[src/rtl/arith_pkg.sv]
// arith_pkg: shared defaults and helpers for the sequential arithmetic units.
package arith_pkg;
    localparam int DEF_WIDTH = 16;

    function automatic int cnt_w(input int w);
        return $clog2(w) + 1;
    endfunction
endpackage

[src/rtl/div_step.sv]
// div_step: one combinational restoring-division step on {R,Q} against D.
module div_step #(
    parameter int W = 16
) (
    input  logic [W-1:0] r_i,
    input  logic [W-1:0] q_i,
    input  logic [W-1:0] d_i,
    output logic [W-1:0] r_o,
    output logic [W-1:0] q_o
);
    logic [W:0] rs, t;
    assign rs = {r_i, q_i[W-1]};
    assign t = rs - {1'b0, d_i};
    assign r_o = t[W] ? rs[W-1:0] : t[W-1:0];
    assign q_o = {q_i[W-2:0], ~t[W]};
endmodule

[src/rtl/shift_sub_divide.sv]
// shift_sub_divide: unsigned restoring divider, one quotient bit per cycle, start/ready handshake.
module shift_sub_divide
    import arith_pkg::*;
#(
    parameter int WIDTH = DEF_WIDTH
) (
    input  logic             clk,
    input  logic             rst,
    input  logic             start,
    input  logic [WIDTH-1:0] dividend,
    input  logic [WIDTH-1:0] divisor,
    output logic [WIDTH-1:0] quotient,
    output logic [WIDTH-1:0] remainder,
    output logic             ready,
    output logic             done,
    output logic             div_by_zero
);
    localparam int CW = cnt_w(WIDTH);

    logic [CW-1:0] cnt_q, cnt_d;
    logic [WIDTH-1:0] r_q, r_d, q_q, q_d, d_q, d_d, r_step, q_step;
    logic done_q, done_d, dz_q, dz_d;

    // The partial remainder stays below D, so WIDTH bits suffice; the step widens it internally.
    div_step #(.W(WIDTH)) u_step (
        .r_i(r_q),
        .q_i(q_q),
        .d_i(d_q),
        .r_o(r_step),
        .q_o(q_step)
    );

    always_comb begin
        cnt_d = cnt_q;
        r_d = r_q;
        q_d = q_q;
        d_d = d_q;
        dz_d = dz_q;
        done_d = 1'b0;
        if (cnt_q != '0) begin
            r_d = r_step;
            q_d = q_step;
            cnt_d = cnt_q - CW'(1);
            done_d = (cnt_q == CW'(1));
        end else if (start) begin
            d_d = divisor;
            dz_d = (divisor == '0);
            done_d = (divisor == '0);
            r_d = (divisor == '0) ? dividend : '0;
            q_d = (divisor == '0) ? '1 : dividend;
            cnt_d = (divisor == '0) ? '0 : CW'(WIDTH);
        end
    end

    always_ff @(posedge clk) begin
        if (rst) begin
            cnt_q <= '0;
            r_q <= '0;
            q_q <= '0;
            d_q <= '0;
            done_q <= 1'b0;
            dz_q <= 1'b0;
        end else begin
            cnt_q <= cnt_d;
            r_q <= r_d;
            q_q <= q_d;
            d_q <= d_d;
            done_q <= done_d;
            dz_q <= dz_d;
        end
    end

    assign ready = (cnt_q == '0);
    assign done = done_q;
    assign div_by_zero = dz_q;
    assign quotient = q_q;
    assign remainder = r_q;
endmodule

[config.mk]
export PLATFORM = sky130hd
export DESIGN_NAME = shift_sub_divide
export DESIGN_NICKNAME = d
export VERILOG_FILES = /design/src/rtl/arith_pkg.sv /design/src/rtl/div_step.sv /design/src/rtl/shift_sub_divide.sv
export SDC_FILE = /design/constraint.sdc
export NUM_CORES = 1
export LEC_CHECK = 0
export ABC_AREA = 1
export BUFFER_PORTS_ARGS = -buffer_cell sky130_fd_sc_hd__buf_2
export CAP_MARGIN = 20
export CORE_MARGIN = 5
export CORE_UTILIZATION = 35
export CTS_BUF_LIST = sky130_fd_sc_hd__clkbuf_4
export CTS_CLUSTER_SIZE = 40
export DETAILED_ROUTE_END_ITERATION = 6
export HOLD_SLACK_MARGIN = 0.02
export PLACE_DENSITY = 0.52
export SETUP_SLACK_MARGIN = 0.5
export SLEW_MARGIN = 20
export SYNTH_ARGS = -nofsm -noshare
export SYNTH_HDL_FRONTEND = slang
export SYNTH_SLANG_ARGS = --single-unit
[constraint.sdc]
create_clock -name clk -period 4.4 [get_ports clk]
set_input_delay 1.32 -clock clk [delete_from_list [all_inputs] [get_ports clk]]
set_output_delay 1.32 -clock clk [all_outputs]
set_load 0.05 [all_outputs]
==> metrics.txt <==
# rows=37; WL met2=between 4000 and 5000 µm; Final Max Slew Viols=0; synthesis-stage register bit count=55; gr ovfl total=0; setup TNS=0 ns; Worst setup EP type=output pin; Met3 Routed Length=between 400 and 500 µm; most common cell after layout, fill and taps aside=nand2_1; Max clock buf depth=2; worst rel slew slack=0.603; Finished Core Util=0.404; GRT Total Usage=0.174; DR vias=3678; WS Path Type=reg2out; Initial Utilization=0.353; highest metal used=met4; Nets=~660; Fin. Hold Viols=0; syn_area_per_cell=between 6 and 7 µm²; CP Cell Sequence=inv_1 -> ha_1 -> nand3_1 -> inv_2 -> buf_2; most frequent cells in the layout=nand2_1, inv_1, buf_2; CP max stage delay=between 0.3 and 0.4 ns; Num CTS Buffers=5; final wirelength=10800 µm; first drt pass iteration count=4; first-pass GRT wire length=17900 µm; Die H=approximately 110 µm; antenna violations before repair=0; root buf cell=clkbuf_4; final setup fails=0; unrepaired setup endpoints after global routing=no; # hold bufs at CTS=0; PnR worst setup slack=around 1.2 ns; Placement Cell Area=roughly 4000 µm²; Cells after Synth=between 500 and 600; pin count of the biggest net entering global routing=35; Max-cap violations=0; Tmin final=between 3 and 4 ns; number of global-route vias before repair=roughly 3600; TritonCTS clock tree=yes; Worst Path Max Fanout=21; Setup WS pre-CTS=1.08 ns; Post-Syn Nets=598; Distinct cells, synth=36; Final period util=0.721; fin area=~4000 µm²; M1 WL=roughly 5300 µm; Post-CTS Setup Repair Bufs=0; wire per inst=14.6 µm; I/O Buffers=69; Post-DRT Antenna Nets=0; cell family with most CP delay=buffers and inverters; I/O pin count=70; CTS Sinks=55; Worst Skew=around 0.018 ns; Worst-Margin Slew=a little under 0.6 ns; yosys warns=0; Die ar.=between 10000 and 15000 µm²; fmax=~320 MHz; Vias per Instance=slightly below 5; Initial DRC Count=167; WP data required=3.08 ns; Syn Std Cell Area=between 3000 and 4000 µm²; Crit-path slowest cell=dfxtp_1; HPWL after detailed placement=8440 µm; share of cells above drive strength 1=0.161; Ant. Diodes=0; sequential-to-total area share from yosys stat=0.307; Hold Crit Class=reg2reg; Reg clk slew, reported paths=0.18 ns; Buf/Inv on CP=3; post-CTS resize count=0; worst skew pair latency=approximately 0.39 ns; status=complete, no violations; core area=~10000 µm²; chip width=between 100 and 150 µm; Final GP Congestion=0.847; synthesis-to-finish area growth=14.6%; CP startpoint kind=flop; WP data arrival=between 1.5 and 2 ns; final routed DRC violation total=0; H-Tree Depth=2
[synthesized netlist by cell type]
cell type	instances	area (µm²)
nand2_1	121	454
inv_1	89	334
nand3_1	61	305
dfxtp_1	55	1100
a21oi_1	48	240
o21ai_0	32	160
nor2_1	22	82.6
ha_1	18	225
a22oi_1	16	120
o22ai_1	14	87.6
buf_2	10	50.1
clkbuf_1	9	33.8
nand3b_1	9	67.6
nand4_1	6	37.5
and2_1	3	18.8
nand2_2	3	18.8
nand2_4	3	33.8
a211oi_1	2	15.0
inv_2	2	7.51
nor3_1	2	10.0
nor4_1	2	12.5
o211ai_1	2	15.0
xor2_1	2	17.5
a21oi_2	1	8.76
a21oi_4	1	16.3
a2bb2oi_1	1	8.76
buf_4	1	7.51
buf_6	1	11.3
fa_1	1	20.0
nand3_2	1	10.0
nand3_4	1	17.5
nor2_2	1	6.26
nor2_4	1	11.3
nor3_2	1	10.0
or2_1	1	6.26
xnor2_1	1	8.76
[through the flow]
stage                     instances  hold WS [ns]
after floorplan                 544         0.433
after global placement          731         0.447
after detailed placement        731         0.454
after CTS                       739         0.477
after global routing            740         0.493
final                           740         0.473
[worst register-to-register path, cell delays in order, from the launching register on]
cell and delay (ns):
dfxtp_1 0.39, inv_1 0.10, ha_1 0.24, fa_1 0.41
inv_1 0.11, nand2_1 0.05, nand2_1 0.09, nand3_2 0.08
nand2_2 0.12, nand2_4 0.08, nand3_4 0.18, nand2_2 0.16
nand2_1 0.10, nand3_1 0.08, a21oi_1 0.16
[worst paths after layout]
check | start | to | slack [ns] | cells past startpoint
max | cnt_q[0]$_SDFFE_PP0P_ | ready | 1.23 | 5
min | d_q[12]$_SDFFE_PP0P_ | d_q[12]$_SDFFE_PP0P_ | 0.47 | 2
max reg2reg | quotient[15]$_SDFFE_PP0P_ | remainder[9]$_SDFFE_PP0P_ | 1.97 | 14
min reg2reg | d_q[12]$_SDFFE_PP0P_ | d_q[12]$_SDFFE_PP0P_ | 0.47 | 2
[final cells by class]
cell class / count / area [µm²]
Fill cell: 1148 / 6070
Multi-Input combinational cell: 377 / 2050
Sequential cell: 55 / 1100
Timing Repair Buffer: 73 / 395
Inverter: 91 / 342
Tap cell: 136 / 170
Clock buffer: 5 / 37.5
Clock inverter: 3 / 22.5
[registers in the layout, indices dropped and copies added (netlist names)]
register,flops
quotient,16
remainder,16
cnt_q,5
div_by_zero,1
done,1
d_q,16
[per-layer routing]
| layer | track usage | vias to the layer above |
|---|---|---|
| met5 | 0 | - |
| met4 | 0.0430 | 0 |
| met3 | 0.0257 | 13 |
| met2 | 0.280 | 76 |
| met1 | 0.245 | 1671 |
| li1 | - | 1918 |
[cell families after synthesis]
kind of cell / share of synthesized area
AND/OR/NAND/NOR: 0.307
flip-flops: 0.307
AO/OA/AOI/OAI: 0.187
XOR/XNOR: 0.00732
buffers and inverters: 0.124
adder cells (fa/ha/maj): 0.0683
Power is left out: the tool's default activity adds up to more than one toggle a clock period on the data nets, which glitch-free logic cannot reach.
